$ cat src/rtl/gf_ops_pkg.sv
// Shared definitions for the serial GF/integer subtractor: FSM states and
// the encoding of the gf_option mode select.
package gf_ops_pkg;

  typedef enum logic [1:0] {
    ST_IDLE = 2'd0,
    ST_BUSY = 2'd1,
    ST_DONE = 2'd2
  } gf_state_e;

  localparam logic GF_MODE  = 1'b1;
  localparam logic INT_MODE = 1'b0;

endpackage : gf_ops_pkg

$ cat src/rtl/gf_sub_digit.sv
// One-digit subtractor: integer mode subtracts with borrow-in and reports
// borrow-out; GF(2) mode is a plain XOR with no borrow at all.
module gf_sub_digit
  import gf_ops_pkg::*;
#(
  parameter int DIGIT_WIDTH = 8
) (
  input  logic [DIGIT_WIDTH-1:0] a,
  input  logic [DIGIT_WIDTH-1:0] b,
  input  logic                   bi,
  input  logic                   gf_option,
  output logic [DIGIT_WIDTH-1:0] diff,
  output logic                   bo
);

  logic [DIGIT_WIDTH:0] int_res;

  // Extend by one bit so the borrow out lands in the MSB of the result.
  always_comb begin
    int_res = {1'b0, a} - {1'b0, b} - {{DIGIT_WIDTH{1'b0}}, bi};
    if (gf_option == GF_MODE) begin
      diff = a ^ b;
      bo   = 1'b0;
    end else begin
      diff = int_res[DIGIT_WIDTH-1:0];
      bo   = int_res[DIGIT_WIDTH];
    end
  end

endmodule : gf_sub_digit

$ cat src/rtl/gf_serial_subtractor.sv
// Digit-serial subtractor with valid/ready handshakes on both sides.
// Operands are latched on accept, one digit is processed per cycle LSB first,
// and the result is held in DONE until the consumer takes it.
module gf_serial_subtractor
  import gf_ops_pkg::*;
#(
  parameter int DATA_WIDTH  = 32,
  parameter int DIGIT_WIDTH = 8
) (
  input  logic                  clk,
  input  logic                  rst_n,
  input  logic                  in_valid,
  output logic                  in_ready,
  input  logic                  gf_option,
  input  logic [DATA_WIDTH-1:0] a,
  input  logic [DATA_WIDTH-1:0] b,
  output logic                  out_valid,
  input  logic                  out_ready,
  output logic [DATA_WIDTH-1:0] diff,
  output logic                  bo
);

  localparam int N_DIGITS = DATA_WIDTH / DIGIT_WIDTH;
  localparam int IDX_W    = (N_DIGITS > 1) ? $clog2(N_DIGITS) : 1;
  localparam logic [IDX_W-1:0] LAST_IDX = IDX_W'(N_DIGITS - 1);

  gf_state_e             state_q,     state_d;
  logic                  in_ready_q,  in_ready_d;
  logic                  out_valid_q, out_valid_d;
  logic [DATA_WIDTH-1:0] diff_q,      diff_d;
  logic                  bo_q,        bo_d;
  logic                  borrow_q,    borrow_d;
  logic [IDX_W-1:0]      idx_q,       idx_d;

  // Operand holding registers; only written on accept, so no reset needed.
  logic [DATA_WIDTH-1:0] a_q, b_q;
  logic                  gf_q;
  logic                  load;

  logic [DIGIT_WIDTH-1:0] dig_a, dig_b, dig_diff;
  logic                   dig_bo;

  assign dig_a = a_q[idx_q*DIGIT_WIDTH +: DIGIT_WIDTH];
  assign dig_b = b_q[idx_q*DIGIT_WIDTH +: DIGIT_WIDTH];

  gf_sub_digit #(
    .DIGIT_WIDTH (DIGIT_WIDTH)
  ) u_digit (
    .a         (dig_a),
    .b         (dig_b),
    .bi        (borrow_q),
    .gf_option (gf_q),
    .diff      (dig_diff),
    .bo        (dig_bo)
  );

  // Next-state and datapath update; handshake inputs only reach outputs
  // through the registered state below.
  always_comb begin
    state_d     = state_q;
    in_ready_d  = in_ready_q;
    out_valid_d = out_valid_q;
    diff_d      = diff_q;
    bo_d        = bo_q;
    borrow_d    = borrow_q;
    idx_d       = idx_q;
    load        = 1'b0;
    case (state_q)
      ST_IDLE: begin
        if (in_valid) begin
          load       = 1'b1;
          borrow_d   = 1'b0;
          bo_d       = 1'b0;
          idx_d      = '0;
          in_ready_d = 1'b0;
          state_d    = ST_BUSY;
        end
      end
      ST_BUSY: begin
        diff_d[idx_q*DIGIT_WIDTH +: DIGIT_WIDTH] = dig_diff;
        borrow_d = dig_bo;
        if (idx_q == LAST_IDX) begin
          bo_d        = dig_bo;
          idx_d       = '0;
          out_valid_d = 1'b1;
          state_d     = ST_DONE;
        end else begin
          idx_d = idx_q + IDX_W'(1);
        end
      end
      ST_DONE: begin
        if (out_ready) begin
          out_valid_d = 1'b0;
          in_ready_d  = 1'b1;
          state_d     = ST_IDLE;
        end
      end
      default: begin
        out_valid_d = 1'b0;
        in_ready_d  = 1'b1;
        state_d     = ST_IDLE;
      end
    endcase
  end

  // Control and result registers with asynchronous abort to IDLE.
  always_ff @(posedge clk or negedge rst_n) begin
    if (!rst_n) begin
      state_q     <= ST_IDLE;
      in_ready_q  <= 1'b1;
      out_valid_q <= 1'b0;
      diff_q      <= '0;
      bo_q        <= 1'b0;
      borrow_q    <= 1'b0;
      idx_q       <= '0;
    end else begin
      state_q     <= state_d;
      in_ready_q  <= in_ready_d;
      out_valid_q <= out_valid_d;
      diff_q      <= diff_d;
      bo_q        <= bo_d;
      borrow_q    <= borrow_d;
      idx_q       <= idx_d;
    end
  end

  // Operand capture on accept; held untouched through BUSY and DONE.
  always_ff @(posedge clk) begin
    if (load) begin
      a_q  <= a;
      b_q  <= b;
      gf_q <= gf_option;
    end
  end

  assign in_ready  = in_ready_q;
  assign out_valid = out_valid_q;
  assign diff      = diff_q;
  assign bo        = bo_q;

endmodule : gf_serial_subtractor

$ cat config.mk
export PLATFORM = sky130hd
export DESIGN_NAME = gf_serial_subtractor
export DESIGN_NICKNAME = d
export VERILOG_FILES = /design/src/rtl/gf_ops_pkg.sv /design/src/rtl/gf_sub_digit.sv /design/src/rtl/gf_serial_subtractor.sv
export SDC_FILE = /design/constraint.sdc
export NUM_CORES = 1
export LEC_CHECK = 0
export BUFFER_PORTS_ARGS = -buffer_cell sky130_fd_sc_hd__buf_2
export CORE_ASPECT_RATIO = 1.4
export CORE_MARGIN = 2
export CORE_UTILIZATION = 40
export CTS_CLUSTER_SIZE = 16
export DETAILED_ROUTE_END_ITERATION = 16
export PLACE_DENSITY = 0.71
export SYNTH_ARGS = -nofsm -noshare
export SYNTH_HDL_FRONTEND = slang
export SYNTH_HIERARCHICAL = 1
export SYNTH_SLANG_ARGS = --single-unit
$ cat constraint.sdc
create_clock -name clk -period 10 [get_ports clk]
set_input_delay 2 -clock clk [delete_from_list [all_inputs] [get_ports clk]]
set_output_delay 2 -clock clk [all_outputs]
set_load 0.005 [all_outputs]
==> impl_metrics.ini, run 1 <==
[status]
status = finished clean

[sta]
slew_violations = 0
relSlewSlack = 0.400
hold_viol = 0
setup_ws_ps = 6010
finalCriticalPeriod_ps = 3990
rsz0062_at_grt = no
finClkSkew_ps = 7.06
setup_viol = 0
max_freq_ghz = 0.251
holdWs_ps = 473
worst_slew_pin_slew_ps = 900
fin_setup_tns_ps = 0
finalCritPeriodShare = 0.399

[floorplanning]
rows = 46
die_w_um = 95.7
die_y_um = 132
die_area_um2 = 12700
coreArea_um2 = 11400
initial_core_util = 0.413
io_pins = 104

[critical_path]
crit_fanout = 16
cp_data_arrival_time_ps = 4240
start_kind = register
cp_cell_sequence = buf_4, mux4_2, fa_1, fa_1, nor2b_1, o21ai_1, a21o_1, a221oi_1, nand2_1, o21ai_0
crit_required_ps = 10250
rr_startpoint = idx_q[0]
cp-end-kind = register
crit_start = idx_q[0]
worst_r2r_endpoint = diff[14]
reg2reg_setup_slack_ps = 6010
reg2reg_depth = 10
path_class = reg -> reg
crit_slowest_cell = mux4_2
max_stage_delay_ps = 600
worst_path_most_repeated_cell = fa_1

[yosys]
synthCells = 338
yosys.area.top_type = edfxtp_1
synth_area_leaders = edfxtp_1, dfrtp_1, mux4_2
syn_area_per_cell_um2 = 13.9
synth.top_cells.by_count = edfxtp_1, nand2_1, dfrtp_1, o21ai_0, inv_1
synth_cell_types = 47
ys_async_sr_fraction = 0.381
ys_ff_latch = 105
synth_enable_flop_cells = 65
seq_area_frac_synth = 0.628
yosysMostFrequentCell = edfxtp_1
ys.flop_type = edfxtp_1
synth_top_area_share = 0.415
synthesis.area_um2 = 4710
yosysWarnings = 6
syn-num-nets = 428

[cells_and_area]
fill_cells = 1021
area_growth_pct = 19.9
drive_above_1_share = 0.322
layout.nets = 532
n_antenna_cell = 0

[clocking]
cts_inserted_buffers = 9
cts_resized = 0
numClockSinks = 105
path_clk_slew_ps = 70
clockBufferDepth = 2
htreeDepth = 3
hold_buffers = 0
post_cts_buffers = 0
clkLatencyLatePin_ps = 340
cts.root.buffer_cell = clkbuf_16
tritoncts = yes

[route]
detail-route-antenna-nets = 0
drt_pass1_iterations = 4
drc = 0
routedWlPerCell_um = 15.9
via_per_inst = 5.11
drt_wl_total_mm = 9.42
vias = 3021
drtIter0Drc = 165

[power]
ir_worst_vdd_v = 0.000152
p_per_area_nw_per_um2 = 354
power_leakage_uw = 0.00240

[global_routing]
grt_pass1_wl_mm = 15.0
grt_overflow = 0
grt_pass1_vias = 3027
grt_usage = 0.159
grt_max_degree = 66
grt_antenna_before_repair = 0

[hold_path]
hold_end = diff[10]
hp-class = reg -> reg
holdPathStages = 2
holdCritStartpoint = diff[10]

[job]
maxCapViolations = 0

[placed_design]
port_buffers = 103
gp_congestion = 0.845
hpwl_mm = 6.70
dpl_worst_slack_ps = 6010
-- final cells by class --
| type | instances | area [um^2] | area share |
|---|---|---|---|
| well taps | 144 | 180 | 0.0319 |
| clock inverters | 5 | 38.8 | 0.00688 |
| multi-input cells | 197 | 1610 | 0.285 |
| inverters | 24 | 90.1 | 0.0160 |
| clock buffers | 11 | 243 | 0.0430 |
| flip-flops and latches | 105 | 2950 | 0.524 |
| repair buffers | 105 | 531 | 0.0940 |
-- power by group --
part	switching, uW	internal (uW)	leakage, uW
Combinational	585	421	0.00111
Clock	153	178	0.000138
Sequential	74.8	588	0.00114
Total	813	1190	0.00240
-- worst max-delay path by stage --
stage	to	slack, ps	depth (start not counted)
floorplan	a_q[0]	4710	2
global placement	diff[30]	6140	10
detailed placement	diff[14]	6010	10
CTS	diff[14]	5970	10
global route	diff[14]	5620	10
finish	diff[14]	6010	10
-- logic make-up (layout without fill, tap and decap cells) --
family | Yosys count | count (layout) | synth area share
flops | 105 | 105 | 0.628
simple gates | 88 | 88 | 0.101
compound gates | 64 | 64 | 0.0880
buf+inv | 36 | 145 | 0.0327
fa+ha+maj | 21 | 21 | 0.0590
mux | 18 | 18 | 0.0808
xor+xnor | 6 | 6 | 0.0112
-- cell usage in the layout, fill, tap and decap left out, types with 3 or more instances in the layout --
cell / count
ha_1: 19
nor2b_1: 5
nand3b_1: 3
clkbuf_16: 9
buf_2: 103
inv_1: 24
a22o_1: 12
dfrtp_1: 39
a21oi_1: 7
xnor2_1: 5
o211ai_1: 3
o21ai_0: 26
edfxtp_1: 65
nand2_1: 55
mux4_2: 16
nor2_1: 8
nor4b_4: 3
-- state kept, by name (all words and copies together), names as in the netlist --
signal     flops
in_ready       1
b_q           32
state_q        2
diff          32
bo             1
out_valid      1
borrow_q       1
gf_q           1
a_q           32
idx_q          2
-- metal layers --
layer / vias up / global-route usage / part of all wire
met3: 19 / 0.0366 / 0.049
met4: 0 / 0.0683 / 0.025
met5: - / 0 / 0
li1: 1451 / - / -
met1: 1457 / 0.184 / 0.39
met2: 94 / 0.275 / 0.54
-- metrics by stage --
step	power, uW	utilization	std cells	area, um^2
5_1_grt	2160	0.495	591	5640
3_3_place_gp	1630	0.470	575	5360
2_1_floorplan	1380	-	338	4710
6_report	2000	0.495	591	5640
3_5_place_dp	1670	0.470	575	5360
4_1_cts	2010	0.495	591	5640
-- worst max-delay path: cells and delay by family (launching register included) --
kind	cells	cell delay (ps)
AO/OA/AOI/OAI	4	1090
adder cells (fa/ha/maj)	2	880
flip-flops	1	580
multiplexers	1	600
buffers and inverters	1	410
AND/OR/NAND/NOR	2	330
Note: power is estimated with default switching activity, not from simulation.
==> inputs of run 2 (changes only) <==
- PLACE_DENSITY: 0.71 -> 0.73
- clock period: 10 -> 3.6 ns (I/O delays scaled with it)
==> run 2 against run 1 <==
  * Critical path depth is 1 higher
  * Fmax increased by 20%
  * Core utilization increased by 0.37 points
  * Power rose to 2.8 times the previous value
  * Die area did not move
  * Wire length grew 0.68%
  * Clock skew is 6.2 ps higher
  * Final cell count increased by 0.51%
  * Register-to-register slack got worse by 5700 ps
  * Count of clock-buffer cells in the layout is 2 lower
  * Via count shrank 0.93%
  * Sequential power grew to 2.7 times the previous value
  * Largest cell class unchanged
  * Highest routed layer unchanged
==> impl_metrics.ini, run 2 (same netlist as run 1, synthesis figures left out) <==
[status]
status = finished clean

[placed_design]
port_buffers = 103
hpwl_mm = 6.99
placed_area_um2 = 5410
gp_congestion = 0.842

[critical_path]
crit_required_ps = 3850
crit_buf_inv = 2
cp_data_arrival_time_ps = 3570
start_kind = register
crit_slowest_cell = mux4_2
cp_cell_sequence = buf_12, mux4_2, inv_1, fa_1, ha_1, o21ai_1, a21oi_1, or4_1, nand3_1, nand2_1, o21ai_0
crit_fanout = 24
cp-end-kind = register
path_class = reg -> reg
cpLargestDelayFamily = simple AND/OR/NAND/NOR gates
max_stage_delay_ps = 560

[sta]
finalCriticalPeriod_ps = 3320
relSlewSlack = 0.401
finalCritPeriodShare = 0.922
max_freq_ghz = 0.301
setup_viol = 0
worst_slew_pin_slew_ps = 898
finClkSkew_ps = 13.3
slew_violations = 0
hold_viol = 0
holdWs_ps = 479

[global_routing]
met1_usage = 0.194
use_met2 = 0.280
grt_pass1_vias = 3168
grt_max_degree = 65
grt_most_used_layer = met2
grt_pass1_wl_mm = 15.6
grt_overflow = 0
grt_use_met3 = 0.0366
grt_antenna_before_repair = 0
grt_usage = 0.162

[cells_and_area]
multi_input_area_um2 = 1610
layout.nets = 535
fill_cells = 1030
drive_above_1_share = 0.329
layout_commonest_cell = buf_2
final_cell_mix = buf_2, edfxtp_1, nand2_1
n_antenna_cell = 0
design_area_um2 = 5680
area_growth_pct = 20.8
regArea_um2 = 2950
finish.utilization = 0.499

[power]
power_uw = 5630
power_leakage_uw = 0.00242
ir_worst_vdd_v = 0.000477
p_per_area_nw_per_um2 = 990

[clocking]
path_clk_slew_ps = 70
clockBufferDepth = 2
cts_inserted_buffers = 9
tritoncts = yes
cts.root.buffer_cell = clkbuf_16
htreeDepth = 3
clkLatencyLatePin_ps = 350
numClockSinks = 105

[floorplanning]
die_w_um = 95.7
io_pins = 104
coreArea_um2 = 11400
die_y_um = 132
die_area_um2 = 12700
rows = 46
initial_core_util = 0.413

[route]
detail-route-antenna-nets = 0
vias = 2993
routedWlPerCell_um = 16.0
drt_wl_total_mm = 9.49
via_per_inst = 5.04
drc = 0
drtIter0Drc = 138
drt_pass1_iterations = 4

[hold_path]
hp-class = reg -> reg

[job]
maxCapViolations = 0
[run 2: report_power, final]
| part | internal (uW) | switching (uW) | leakage, uW |
|---|---|---|---|
| Sequential | 1630 | 168 | 0.00114 |
| Combinational | 1240 | 1700 | 0.00114 |
| Clock | 469 | 427 | 0.000141 |
[run 2: metal layers]
layer | up-vias | routed length (um)
met5 | - | 0
met1 | 1448 | 3830
met2 | 79 | 5120
met3 | 11 | 380
met4 | 0 | 157
li1 | 1455 | -
[run 2: worst paths after layout]
kind                       slack [ps]  endpoint  depth (start not counted)  startpoint
min reg2reg                       480  diff[21]                          2    diff[21]
max                               280  diff[23]                         11    idx_q[0]
min in group asynchronous         490  diff[11]                          1       rst_n
max reg2reg                       280  diff[23]                         11    idx_q[0]
min                               480  diff[21]                          2    diff[21]
max in group asynchronous        2530   diff[7]                          1       rst_n
[run 2: final cells by class]
type,instances,share of cell area
timing repair buffer,108,0.102
sequential,105,0.520
tap,144,0.0317
clock buffer,9,0.0396
inverter,24,0.0158
multi-input combinational,197,0.284
clock inverter,7,0.00792
[run 2: repair_timing]
item,CTS,global route
resized for setup,0,2
setup buffers,0,0
hold buffers,0,0
setup endpoints to repair,0,6
[run 2: per-stage QoR]
step	std cells	setup WS, ps	setup TNS (ps)
2_1_floorplan	338	299	0
3_3_place_gp	578	376	0
3_5_place_dp	578	213	0
4_1_cts	594	148	0
5_1_grt	594	-33.3	-66.8
6_report	594	281	0
[run 2: worst register-to-register path, stage by stage (launching register included)]
cell and delay, ps:
dfrtp_1 420, buf_12 230, mux4_2 570, inv_1 100, fa_1 440, ha_1 220, o21ai_1 230, a21oi_1 130
or4_1 470, nand3_1 200, nand2_1 70, o21ai_0 150
==> inputs of run 3 (changes only) <==
- ABC_AREA: not set -> 1
- RECOVER_POWER: not set -> 25
==> run 3 against run 2 <==
  * Critical path depth grew 7
  * Worst setup slack gained 77 ps
  * Combinational power grew 9.9%
  * Largest cell class unchanged
  * Fmax grew 2.4%
  * Count of clock-buffer cells in the layout is the same
  * Clock skew shrank 5.4 ps
  * Highest routed layer unchanged
  * Sequential power is essentially flat
  * Area after synthesis grew 5.9%
==> impl_metrics.ini, run 3 <==
[status]
status = finished clean

[clocking]
cts_inserted_buffers = 9
cts.root.buffer_cell = clkbuf_16
clkLatencyLatePin_ps = 350
post_cts_buffers = 0
htreeDepth = 3
clockBufferDepth = 2
hold_buffers = 0
path_clk_slew_ps = 70
tritoncts = yes
numClockSinks = 105

[route]
detail-route-antenna-nets = 0
vias = 3688
drtIter0Drc = 203
via_per_inst = 4.82
drt_pass1_iterations = 5
drc = 0
drt_wl_total_mm = 10.3
routedWlPerCell_um = 13.5

[yosys]
yosysWarnings = 6
yosys.area.top_type = edfxtp_1
synth_compound_area_frac = 0.0736
synth_top_area_share = 0.392
synthCells = 507
synth_enable_flop_cells = 65
ys_ff_latch = 105
synthMuxAreaShare = 0
ys_async_sr_fraction = 0.381
synth_area_leaders = edfxtp_1, dfrtp_1, nand2_1
seq_area_frac_synth = 0.593
synthSimpleGateAreaFrac = 0.202
syn_area_per_cell_um2 = 9.83
synth_top_family_by_area = simple AND/OR/NAND/NOR gates
syn-num-nets = 597
synthesis.area_um2 = 4980
synth_xor_area_frac = 0.00703
ys.flop_type = edfxtp_1
synth_cell_types = 31
yosysMostFrequentCell = nand2_1
synth.top_cells.by_count = nand2_1, edfxtp_1, nor2_1, o21ai_0, inv_1
synthAdderAreaFrac = 0.0557

[floorplanning]
coreArea_um2 = 12300
die_y_um = 136
initial_core_util = 0.407
rows = 48
die_area_um2 = 13400
io_pins = 104
die_w_um = 98.3

[critical_path]
path_class = reg -> reg
cp-end-kind = register
worst_path_most_repeated_cell = nand2_1
start_kind = register
crit_slowest_cell = fa_1
cp_cell_sequence = inv_1, buf_4, nor2_1, o21ai_0, o21ai_1, fa_1, fa_1, nand3_1, nand3_2, nand2_1, nand2_1, nand2_1, nand3_1, nand2_1, inv_1, nor3_1, nand2_1, nand2_1
cp_data_arrival_time_ps = 3530
crit_fanout = 12
reg2reg_setup_slack_ps = 360
max_stage_delay_ps = 490
crit_required_ps = 3890

[sta]
finalCriticalPeriod_ps = 3240
max_freq_ghz = 0.308
finalCritPeriodShare = 0.901
rsz0062_at_grt = no
setup_viol = 0
hold_viol = 0
fin_setup_tns_ps = 0
relSlewSlack = 0.408
worst_slew_pin_slew_ps = 888
finClkSkew_ps = 7.93
slew_violations = 0

[global_routing]
grt_most_used_layer = met2
grt_pass1_wl_mm = 17.6
grt_overflow = 0
grt_usage = 0.165
grt_max_degree = 66
met1_usage = 0.195
grt_use_met3 = 0.0293
grt_antenna_before_repair = 0
grt_pass1_vias = 3685
use_met2 = 0.297

[placed_design]
hpwl_mm = 7.68
port_buffers = 103
gp_congestion = 0.881
placed_area_um2 = 5620

[power]
swShare = 0.451
p_switching_uw = 2700
p_int_uw = 3280
p_comb_frac = 0.541
p_clk_frac = 0.160
seqPwrFrac = 0.300
p_per_area_nw_per_um2 = 1010
power_leakage_uw = 0.00284
ir_worst_vdd_v = 0.000589

[cells_and_area]
drive_above_1_share = 0.224
n_antenna_cell = 0
layout.nets = 700
area_growth_pct = 18.6
final_cell_mix = nand2_1, buf_2, edfxtp_1
design_area_um2 = 5910
layout_commonest_cell = nand2_1

[hold_path]
hp-class = reg -> reg

[job]
maxCapViolations = 0
==> run 3: changes by cell type after synthesis, sizes merged, moves of 12 or more <==
cell / previous run / this run
nor2: 9 / 66
nand2: 55 / 131
nand3: 2 / 25
mux4: 16 / 0
inv: 24 / 55
a22o: 12 / 0
o21ai: 28 / 67
==> run 3: through the flow <==
| stage | cells | total power (uW) | hold slack (ps) | setup slack [ps] | utilization |
|---|---|---|---|---|---|
| after floorplan | 507 | 4240 | 424 | 793 | - |
| after global placement | 749 | 4930 | 451 | 476 | 0.459 |
| after detailed placement | 749 | 5030 | 456 | 396 | 0.459 |
| after CTS | 765 | 6000 | 467 | 315 | 0.483 |
| after global routing | 765 | 6600 | 494 | 19.3 | 0.483 |
| final | 765 | 5980 | 464 | 358 | 0.483 |
==> run 3: critical path: cells and delay by family (launching register included) <==
family / cells / cell delay [ps]
simple gates: 11 / 1040
buf+inv: 3 / 610
compound gates: 2 / 220
flops: 1 / 420
fa+ha+maj: 2 / 900
==> run 3: power by group through the flow <==
stage	sequential (uW)	combinational (uW)	clock, uW
after global routing	1830	3740	1040
after floorplan	1790	2450	0
after CTS	1790	3220	981
after detailed placement	1820	3210	0
after global placement	1810	3120	0
final	1790	3230	954
==> run 3: metal layers <==
layer / wire length, um / part of all wire / vias up
met5: 0 / 0 / -
met4: 240 / 0.023 / 0
met3: 498 / 0.048 / 14
met2: 5470 / 0.53 / 109
met1: 4110 / 0.40 / 1706
li1: - / - / 1859
==> run 3: path summary, 6_finish.rpt <==
kind | from | end | cells after the start
max in group asynchronous | rst_n | diff[1] | 1
min | in_ready | in_ready | 2
min reg2reg | in_ready | in_ready | 2
max reg2reg | idx_q[1] | diff[30] | 18
max | idx_q[1] | diff[30] | 18
min in group asynchronous | rst_n | diff[31] | 1
==> run 3: repair_timing <==
item	in CTS	in global routing
setup endpoints to repair	0	4
gates resized for setup	0	2
endpoints found under the hold margin	0	0
==> run 3: cell families (layout without fill, tap and decap cells) <==
logic type	Yosys count	after routing
buffers and inverters	73	181
adders and majority gates	21	21
and+or+nand+nor	232	232
xor gates and xnor gates	4	4
AOI/OAI and AO/OA	72	72
DFF	105	105
==> run 3: cell type report <==
class / instances / area (um^2)
clock inverters: 7 / 70.1
inverters: 56 / 229
fillers: 1183 / 6340
flip-flops and latches: 105 / 2950
repair buffers: 109 / 558
clock buffers: 9 / 225
multi-input cells: 329 / 1690
well taps: 150 / 188
